==> config.mk <==
export PLATFORM = sky130hd
export DESIGN_NAME = pw_trigger_seq
export DESIGN_NICKNAME = d
export VERILOG_FILES = /design/src/rtl/pw_trigger_seq.sv
export SDC_FILE = /design/constraint.sdc
export NUM_CORES = 1
export LEC_CHECK = 0
export ABC_AREA = 0
export CORE_ASPECT_RATIO = 0.9
export CORE_MARGIN = 8
export CORE_UTILIZATION = 40
export DETAILED_ROUTE_END_ITERATION = 10
export SYNTH_ARGS = -nofsm -noshare
export SYNTH_HDL_FRONTEND = slang
export SYNTH_SLANG_ARGS = --single-unit
==> constraint.sdc <==
create_clock -name trigger_clk -period 43.9 [get_ports trigger_clk]
set_clock_uncertainty 0.05 [all_clocks]
set_input_delay 8.78 -clock trigger_clk [delete_from_list [all_inputs] [get_ports trigger_clk]]
set_output_delay 8.78 -clock trigger_clk [all_outputs]
set_load 0.005 [all_outputs]
==> src/rtl/pw_trigger_seq.sv <==
// Multi-pulse trigger sequencer: a train of up to pNUM_PULSES delayed pulses on O_trigger per match.
// Optional missed-match counter is enabled with the PW_TRIG_MISSED_CNT_EN macro.
module pw_trigger_seq #(
  parameter int unsigned pNUM_PULSES   = 8,
  parameter int unsigned pNUM_WIDTH    = 4,
  parameter int unsigned pDELAY_WIDTH  = 20,
  parameter int unsigned pWIDTH_WIDTH  = 17,
  parameter int unsigned pMISSED_WIDTH = 16
) (
  input  logic                                 trigger_clk,
  input  logic                                 reset_n,
  input  logic                                 I_match,
  input  logic                                 I_trigger_enable,
  input  logic                                 I_oneshot,
  input  logic                                 I_arm,
  input  logic                                 I_abort,
  input  logic [pNUM_PULSES*pDELAY_WIDTH-1:0]  I_trigger_delay,
  input  logic [pNUM_PULSES*pWIDTH_WIDTH-1:0]  I_trigger_width,
  input  logic [pNUM_WIDTH-1:0]                I_num_triggers,
  output logic                                 O_trigger,
  output logic                                 O_busy,
  output logic                                 O_armed,
  output logic                                 O_done,
  output logic [pNUM_WIDTH-1:0]                O_pulse_index
`ifdef PW_TRIG_MISSED_CNT_EN
  ,
  output logic [pMISSED_WIDTH-1:0]             O_missed_count
`endif
);

  localparam int unsigned CntWidth = (pDELAY_WIDTH > pWIDTH_WIDTH) ? pDELAY_WIDTH : pWIDTH_WIDTH;
  localparam int unsigned SelWidth = (pNUM_PULSES > 1) ? $clog2(pNUM_PULSES) : 1;

  typedef enum logic [1:0] {StIdle, StDelay, StHigh} state_e;

  state_e state_q, state_d;

  logic [pDELAY_WIDTH-1:0] dly_in [pNUM_PULSES];
  logic [pWIDTH_WIDTH-1:0] wid_in [pNUM_PULSES];
  logic [pDELAY_WIDTH-1:0] dly_q  [pNUM_PULSES];
  logic [pWIDTH_WIDTH-1:0] wid_q  [pNUM_PULSES];
  logic [pNUM_WIDTH-1:0]   num_in, num_q;

  logic [CntWidth-1:0]     cnt_q, cnt_d;
  logic [pNUM_WIDTH-1:0]   idx_q, idx_d;
  logic                    trig_q, trig_d;
  logic                    busy_q, busy_d;
  logic                    armed_q, armed_d;
  logic                    done_q, done_d;

  logic                    match_valid;
  logic                    accept;
  logic                    snap_en;
  logic                    last_pulse;
  logic                    cnt_zero;
  logic [SelWidth-1:0]     cur_sel;
  logic [SelWidth-1:0]     nxt_sel;

  for (genvar k = 0; k < pNUM_PULSES; k++) begin : g_unpack
    assign dly_in[k] = I_trigger_delay[k*pDELAY_WIDTH +: pDELAY_WIDTH];
    assign wid_in[k] = I_trigger_width[k*pWIDTH_WIDTH +: pWIDTH_WIDTH];
  end

  // Requests above the compiled maximum are clamped rather than wrapped.
  assign num_in = (I_num_triggers > pNUM_WIDTH'(pNUM_PULSES)) ? pNUM_WIDTH'(pNUM_PULSES)
                                                              : I_num_triggers;

  assign match_valid = I_match & I_trigger_enable & ~I_abort;
  assign accept      = (state_q == StIdle) & match_valid & (~I_oneshot | armed_q) &
                       (num_in != '0);
  assign last_pulse  = (idx_q == num_q - pNUM_WIDTH'(1));
  assign cnt_zero    = (cnt_q == '0);
  assign cur_sel     = SelWidth'(idx_q);
  assign nxt_sel     = SelWidth'(idx_q + pNUM_WIDTH'(1));

  // Remaining-cycle count for a phase of max(v,1) cycles; zero means "last cycle of the phase".
  function automatic logic [CntWidth-1:0] len_m1(input logic [CntWidth-1:0] v);
    return (v == '0) ? '0 : v - CntWidth'(1);
  endfunction

  // State and registered outputs.
  always_ff @(posedge trigger_clk) begin
    if (!reset_n) begin
      state_q <= StIdle;
      cnt_q   <= '0;
      idx_q   <= '0;
      trig_q  <= 1'b0;
      busy_q  <= 1'b0;
      armed_q <= 1'b0;
      done_q  <= 1'b0;
    end else begin
      state_q <= state_d;
      cnt_q   <= cnt_d;
      idx_q   <= idx_d;
      trig_q  <= trig_d;
      busy_q  <= busy_d;
      armed_q <= armed_d;
      done_q  <= done_d;
    end
  end

  // Per-train configuration snapshot; only meaningful while a train runs.
  always_ff @(posedge trigger_clk) begin
    if (snap_en) begin
      for (int k = 0; k < pNUM_PULSES; k++) begin
        dly_q[k] <= dly_in[k];
        wid_q[k] <= wid_in[k];
      end
      num_q <= num_in;
    end
  end

  always_comb begin
    state_d = state_q;
    if (I_abort) begin
      state_d = StIdle;
    end else begin
      unique case (state_q)
        StIdle: begin
          if (accept) begin
            state_d = (dly_in[0] == '0) ? StHigh : StDelay;
          end
        end
        StDelay: begin
          if (cnt_zero) begin
            state_d = StHigh;
          end
        end
        StHigh: begin
          if (cnt_zero) begin
            state_d = last_pulse ? StIdle : StDelay;
          end
        end
        default: state_d = StIdle;
      endcase
    end
  end

  always_comb begin
    cnt_d   = cnt_q;
    idx_d   = idx_q;
    trig_d  = trig_q;
    busy_d  = busy_q;
    armed_d = armed_q;
    done_d  = 1'b0;
    snap_en = 1'b0;

    if (I_arm) begin
      armed_d = 1'b1;
    end

    if (I_abort) begin
      trig_d  = 1'b0;
      busy_d  = 1'b0;
      armed_d = 1'b0;
    end else begin
      unique case (state_q)
        StIdle: begin
          if (accept) begin
            snap_en = 1'b1;
            busy_d  = 1'b1;
            idx_d   = '0;
            if (dly_in[0] == '0) begin
              trig_d = 1'b1;
              cnt_d  = len_m1(CntWidth'(wid_in[0]));
            end else begin
              trig_d = 1'b0;
              cnt_d  = len_m1(CntWidth'(dly_in[0]));
            end
          end
        end
        StDelay: begin
          if (cnt_zero) begin
            trig_d = 1'b1;
            cnt_d  = len_m1(CntWidth'(wid_q[cur_sel]));
          end else begin
            cnt_d = cnt_q - CntWidth'(1);
          end
        end
        StHigh: begin
          if (cnt_zero) begin
            trig_d = 1'b0;
            if (last_pulse) begin
              done_d  = 1'b1;
              busy_d  = 1'b0;
              armed_d = 1'b0;
            end else begin
              idx_d = idx_q + pNUM_WIDTH'(1);
              // Inter-pulse gap is at least one cycle even for a zero delay.
              cnt_d = len_m1(CntWidth'(dly_q[nxt_sel]));
            end
          end else begin
            cnt_d = cnt_q - CntWidth'(1);
          end
        end
        default: begin
          trig_d = 1'b0;
          busy_d = 1'b0;
        end
      endcase
    end
  end

  assign O_trigger     = trig_q;
  assign O_busy        = busy_q;
  assign O_armed       = armed_q;
  assign O_done        = done_q;
  assign O_pulse_index = idx_q;

`ifdef PW_TRIG_MISSED_CNT_EN
  logic [pMISSED_WIDTH-1:0] missed_q;
  logic                     missed_ev;

  assign missed_ev = match_valid & (num_in != '0) & (busy_q | (I_oneshot & ~armed_q));

  always_ff @(posedge trigger_clk) begin
    if (!reset_n) begin
      missed_q <= '0;
    end else if (missed_ev && (missed_q != '1)) begin
      missed_q <= missed_q + pMISSED_WIDTH'(1);
    end
  end

  assign O_missed_count = missed_q;
`endif

endmodule

==> results.md, run 1 <==
* CP max FO at 11
* Worst Hold Depth at 2
* Pin count of the biggest net entering global routing at 187
* Syn Std Cell Area at 15,700 µm²
* Net Sw Frac at 21.1%
* Drt initial violations at 846
* Clock transition at path regs at 70 ps
* Setup TNS at 0 ps
* CTS Hold Buffers Added at 0
* Most frequent cells after synthesis: edfxtp_1, nor2_1, mux2i_1
* Cts bufs inserted at 36
* Combinational power share at 8.5%
* Reg power frac at 50.6%
* DR vias at 10,580
* Post-synthesis register bit count at 333
* Cell family with most CP delay: simple AND/OR/NAND/NOR gates
* Initial core utilization at 40.2%
* Die X at 225 µm
* Max-cap violation count at 0
* Max Clk Rate at 0.0848 GHz
* Total internal power at 555 µW
* Share of the synthesized area in the top cell type at 57.4%
* Die area at 45,900 µm²
* Pwr dens at 34.3 nW/µm²
* CP Class: input pin to flop
* Register area at 9670 µm²
* Cell taking the most area after synthesis: edfxtp_1
* Detail Placement HPWL at 33,600 µm
* FP Rows at 69
* Post-CTS Setup Repair Bufs at 0
* Final net count at 1,730
* Number of distinct library cells after synthesis at 72
* Synth Area per Inst at 14.3 µm²
* Core ar. at 39,100 µm²
* Clock share of power at 40.9%
* Status: completed
* Area Overhead vs Synth at 30.6%
* Ys async rst share at 0%
* Total grt overflow at 0
* Post-Syn Nets at 1,417
* Switching power at 148 µW
* Final setup margin at 32,110 ps
* Clock tree sinks at 333
* Worst-Margin Slew at 1210 ps
* Clk Latency, worst-skew pair at 530 ps
* Initial antenna violation count at 6
* FILL cells at 3,288
* Fin crit period at 11,790 ps
* Register-to-Register Path Depth at 10
* CTS tree: done
* IR drop worst, VDD at 31.6 µV
* WHS Endpoint: O_busy
* RD Place Congestion at 0.897
* Port bufs at 314
* Vias/cell at 5.38
* Die Ht at 204 µm
* Area of the multi-input gates at 5750 µm²
* Setup Viol. Count Final at 0
* Yosys warning total at 0
* Hold path startpoint: O_busy
* RSZ-0062 raised after global routing: false
* Worst Setup End Kind: flop
* Worst path most repeated cell: o21ai_0
* Clock root buffer: clkbuf_16
* Largest incremental delay on the critical path at 720 ps
* Crit path buffers/inverters at 1
* Startpoint types: input pin
* Post-CTS resize count at 0
* R2R Path Start: O_pulse_index[0]
* Arrival @ worst endpoint at 12,200 ps
* Pre-CTS setup slack at 31,660 ps
* Sequential area share after synthesis at 61.6%
* First-pass GRT wire length at 67,200 µm
* GRT Util Overall at 19.2%
* H-Tree Depth at 2
* Max Transition Viols Final at 0
* Leakage at 0.00651 µW
* WP data required at 44,320 ps
* Worst path slowest cell: or4_1
* Area contributors post-synth: edfxtp_1, mux4_2, dfxtp_1, mux2i_1, xnor2_1
* Hold WC Path Type: flop to flop
* Boundary Pins at 315
* Share of post-route cells with drive strength above 1 at 11.0%
* Reg-to-reg slack, setup at 38,950 ps
* Synthesized instance count at 1,099
* Most numerous cell in the Yosys netlist: edfxtp_1
* Worst rel slew slack at 19.1%
* Pre-antenna DRT Iters at 5
* Sequence of cells on the critical path: clkdlybuf4s50_1, or4_1, nor3_1, and3_1, o21ai_0, o22ai_1, o21ai_0, a311oi_1, a31o_1
* CTS Buffer Depth at 3
* R2R Path End: cnt_q[9]
* DRC at 0
* Final period util at 26.9%
* Vias in the first global route at 11,110
* Number of synthesized flops with an enable pin at 300
* Fin. Hold Viols at 0
* Top FF cell, synth: edfxtp_1
* WL/cell at 22.8 µm
* DRT Wirelength at 44,800 µm
* Routed Antenna Nets at 0
==> worst reg2reg max path: cells and delay by family, from the launching register on <==
family | cells | cell delay [ps]
buffers and inverters | 2 | 1020
adders and majority gates | 1 | 590
DFF | 1 | 310
muxes | 1 | 460
and+or+nand+nor | 1 | 160
AOI/OAI and AO/OA | 5 | 2290
==> cell usage in the layout (no fill, tap or decap), drive strengths merged, types with 7 or more instances in the layout <==
cell and instances:
a211oi 13, a21oi 38, a221oi 8, a22oi 14
a31oi 8, buf 11, clkbuf 43, clkdlybuf4s50 314
clkinv 11, dfxtp 33, edfxtp 300, ha 11
inv 24, mux2 18, mux2i 63, mux4 63
nand2 59, nand2b 13, nand3 10, nand4 8
nor2 74, nor2b 16, nor3 53, nor3b 7
nor4 16, o21ai 27, or3 16, xnor2 43
xor2 28
==> sequential cells by signal (all words and copies together) (netlist names), named ones only <==
name           flops
O_armed            1
O_busy             1
O_done             1
O_pulse_index      4
O_trigger          1
cnt_q             20
dly_q            160
num_q              4
state_q            2
wid_q            136
==> worst max-delay path by stage <==
| stage | startpoint | end | depth (start not counted) |
|---|---|---|---|
| floorplan | I_abort | dly_q[0][0] | 2 |
| finish | I_trigger_delay[3] | cnt_q[9] | 9 |
| CTS | I_trigger_delay[3] | cnt_q[9] | 9 |
| global route | I_trigger_delay[3] | cnt_q[9] | 9 |
| detailed placement | I_trigger_delay[3] | cnt_q[9] | 9 |
| global placement | I_trigger_delay[3] | cnt_q[9] | 9 |
==> through the flow <==
| step | std cells | instance area (µm²) | utilization, % | power, µW | hold slack [ps] |
|---|---|---|---|---|---|
| floorplan | 1099 | 15700 | - | 388 | 429 |
| global placement | 1906 | 19400 | 49.6 | 421 | 432 |
| detailed placement | 1906 | 19400 | 49.6 | 422 | 438 |
| CTS | 1965 | 20500 | 52.4 | 711 | 451 |
| global route | 1966 | 20500 | 52.4 | 728 | 478 |
| finish | 1967 | 20500 | 52.4 | 704 | 443 |
==> layer usage <==
| layer | vias to the layer above | wire, µm | GRT usage, % |
|---|---|---|---|
| met5 | - | 49 | 0 |
| li1 | 4953 | - | - |
| met4 | 8 | 702 | 4.23 |
| met3 | 51 | 3140 | 4.60 |
| met2 | 337 | 22100 | 32.0 |
| met1 | 5231 | 18800 | 25.1 |
==> kinds of logic (layout without fill, tap and decap cells) <==
group           after synthesis  after routing  share of synthesized area (%)
compound gates              164            164                           7.22
buf+inv                      73            407                           2.10
fa+ha+maj                    11             11                          0.876
other cells                   0              2                              0
mux                         144            144                           14.4
xor+xnor                     71             71                           3.96
flops                       333            333                           61.6
simple gates                303            303                           9.89
==> area by class of cell <==
| class | instances | share of cell area (%) |
|---|---|---|
| antenna | 2 | 0.0244 |
| multi-input combinational | 693 | 28.0 |
| clock inverter | 16 | 0.805 |
| tap | 532 | 3.25 |
| sequential | 333 | 47.2 |
| inverter | 23 | 0.421 |
| clock buffer | 43 | 4.52 |
| timing repair buffer | 325 | 15.8 |
==> power by group through the flow <==
stage / Clock, µW / Combinational [µW] / Sequential, µW
floorplan: 0 / 21.6 / 367
global placement: 0 / 59.0 / 362
detailed placement: 0 / 59.5 / 363
CTS: 295 / 59.8 / 356
global route: 308 / 64.2 / 356
finish: 288 / 59.6 / 356
No activity file was read; power rests on OpenSTA's default activity.
==> inputs of run 2 (changes only) <==
Settings changed: PLACE_DENSITY set to 0.67.
Clock period 43.9 ns to 9.9 ns, I/O delays scaled along.
==> run 2 against run 1 <==
- clock power rose to 4.8 times the previous value
- cell count grew 0.36%
- clock-buffer cell count increased by 3
- sequential cell count unchanged
- final area increased by 0.67%
- register-to-register slack lost 34000 ps
- global-route usage about the same
- sequential power rose to 4.4 times the previous value
- critical path depth grew 1
- non-clock buffer count increased by 2
- largest cell class unchanged
- largest power group unchanged
==> results.md, run 2 (synthesized netlist as in run 1, its figures left out) <==
* Status: completed
* Clock root buffer: clkbuf_16
* Die Ht at 204 µm (unchanged)
* Fin crit period at 5140 ps
* Switching power at 688 µW (+360%)
* Boundary Pins at 315 (unchanged)
* Max reg flops at 160 (unchanged)
* Critical Path Source: O_pulse_index[0]
* Hold WC Path Type: flop to flop
* Area Overhead vs Synth at 31.5%
* RSZ-0062 raised after global routing: false
* Final net count at 1,733 (+0.17%)
* WL/cell at 22.7 µm (-0.38%)
* Routed Antenna Nets at 0 (unchanged)
* Worst path most repeated cell: buf_4
* DRT Wirelength at 44,800 µm (about the same)
* Sequence of cells on the critical path: buf_4, ha_4, buf_4, mux4_2, o41ai_1, nand4_1, o41a_1, a22oi_1, a311oi_1, a31o_1
* First-pass GRT wire length at 67,200 µm (about the same)
* CTS Hold Buffers Added at 0 (unchanged)
* Max Clk Rate at 0.195 GHz
* Cts bufs inserted at 37 (+2.8%)
* Clock transition at path regs at 60 ps (about the same)
* CTS tree: done
* Fin Hold WS at 469 ps (+25.3 ps)
* Total grt overflow at 0 (unchanged)
* CTS Buffer Depth at 3 (unchanged)
* Setup Viol. Count Final at 0 (unchanged)
* Die area at 45,900 µm² (unchanged)
* GRT met3 Usage at 4.52% (-0.086 points)
* Net Sw Frac at 21.3% (+0.19 points)
* Worst Setup End Kind: flop
* Combinational power share at 8.3% (-0.2 points)
* Fin. Hold Viols at 0 (unchanged)
* H-Tree Depth at 2 (unchanged)
* Die X at 225 µm (unchanged)
* GRT Util Overall at 19.2% (about the same)
* Largest regs: dly_q: 160 flops, wid_q: 136 flops, cnt_q: 20 flops
* Share of post-route cells with drive strength above 1 at 11.7% (+0.63 points)
* Clk Latency, worst-skew pair at 550 ps (+20 ps)
* DR vias at 10,735 (+1.5%)
* CP max FO at 61 (+50)
* Clock tree sinks at 333 (unchanged)
* Detail Placement HPWL at 33,500 µm (-0.24%)
* Pre-antenna DRT Iters at 6 (+1)
* Vias/cell at 5.44 (+1.1%)
* FP Rows at 69 (unchanged)
* Initial core utilization at 40.2% (unchanged)
* Startpoint types: flop
* Total Power Consumption at 3230 µW (+360%)
* Most common cell after layout, fill and taps aside: clkdlybuf4s50_1
* Port bufs at 314 (unchanged)
* Setup TNS at 0 ps (unchanged)
* CP Class: flop to flop
* Reg-to-reg slack, setup at 4760 ps (-34,190 ps)
* Worst-Margin Slew at 1150 ps (-58.3 ps)
* RD Place Congestion at 0.882 (-1.7%)
* Post-CTS Setup Repair Bufs at 0 (unchanged)
* Total internal power at 2550 µW (+360%)
* Pwr dens at 157 nW/µm² (+360%)
* Initial antenna violation count at 3 (-3)
* Hold path startpoint: O_busy
* Core ar. at 39,100 µm² (unchanged)
* IR drop worst, VDD at 164 µV (+420%)
* Met1 usage at 25.2% (+0.12 points)
* Largest incremental delay on the critical path at 890 ps (+170 ps)
* Clock share of power at 42.9% (+2.0 points)
* Most frequent cells in the layout: clkdlybuf4s50_1, edfxtp_1, nor2_1
* Placed Area at 19,400 µm² (about the same)
* Drt initial violations at 910 (+7.6%)
* Leakage at 0.00658 µW (+1.2%)
* WP data required at 10,300 ps (-34,020 ps)
* R2R Path End: cnt_q[9]
* Arrival @ worst endpoint at 5540 ps (-6660 ps)
* Most flops, register: dly_q
* Worst path slowest cell: o41ai_1
* Post-CTS resize count at 0 (unchanged)
* Final period util at 51.9%
* R2R Path Start: O_pulse_index[0]
* GR met2 Demand/Resource at 31.8% (-0.28 points)
* Vias in the first global route at 11,158 (+0.43%)
* DRC at 0 (unchanged)
* Register-to-Register Path Depth at 10 (unchanged)
* Final core occ at 52.8% (+0.35 points)
* Post-route cell area at 20,600 µm² (+0.67%)
* GRT Max-Usage Layer: met2
* Pin count of the biggest net entering global routing at 86 (-54%)
* Reg power frac at 48.8% (-1.8 points)
* Setup crit end: cnt_q[9]
* Worst rel slew slack at 22.2% (+3.1 points)
* Max-cap violation count at 0 (unchanged)
* Max Transition Viols Final at 0 (unchanged)
## run 2: cell count changes in the layout (fill, tap and decap cells not counted), sizes merged
cell	change
clkbuf	+3
buf	+2
clkinv	+2
bufinv	+1
diode	-1
## run 2: worst min path at each step
| stage | end | slack (ps) | cells past startpoint |
|---|---|---|---|
| floorplan | O_trigger | 430 | 2 |
| global placement | O_busy | 440 | 2 |
| detailed placement | O_trigger | 460 | 2 |
| CTS | O_trigger | 470 | 2 |
| global route | cnt_q[9] | 510 | 1 |
| finish | O_busy | 470 | 2 |
## run 2: worst max-delay path, delay by kind of cell, from the launching register on
family	cells	cell delay, ps
AO/OA/AOI/OAI	5	2420
adder cells (fa/ha/maj)	1	400
buffers and inverters	2	1190
flip-flops	1	310
multiplexers	1	430
AND/OR/NAND/NOR	1	180
## run 2: power by group through the flow
stage | Combinational, µW | Clock (µW) | Sequential (µW)
finish | 267 | 1390 | 1580
global route | 286 | 1480 | 1580
CTS | 267 | 1420 | 1580
detailed placement | 266 | 0 | 1610
global placement | 264 | 0 | 1610
floorplan | 96.1 | 0 | 1610
## run 2: final cells by class
cell class / instances / area, µm²
Antenna cell: 1 / 2.50
Clock buffer: 46 / 1000
Clock inverter: 19 / 221
Fill cell: 3250 / 18500
Inverter: 23 / 86.3
Multi-Input combinational cell: 693 / 5760
Sequential cell: 333 / 9670
Tap cell: 532 / 666
Timing Repair Buffer: 327 / 3240
## run 2: metal layers
layer  wire (µm)  part of all wire (%)  vias up
met2       21900                    49      349
met3        3030                   6.8       60
met4         781                   1.7        4
met1       19100                    43     5353
li1            -                     -     4969
met5          23                 0.051        -
## run 2: metrics by stage
stage	std cells	worst slack (ps)
floorplan	1099	17.4
detailed placement	1908	4480
CTS	1973	4810
global route	1973	4470
global placement	1908	4630
finish	1974	4760
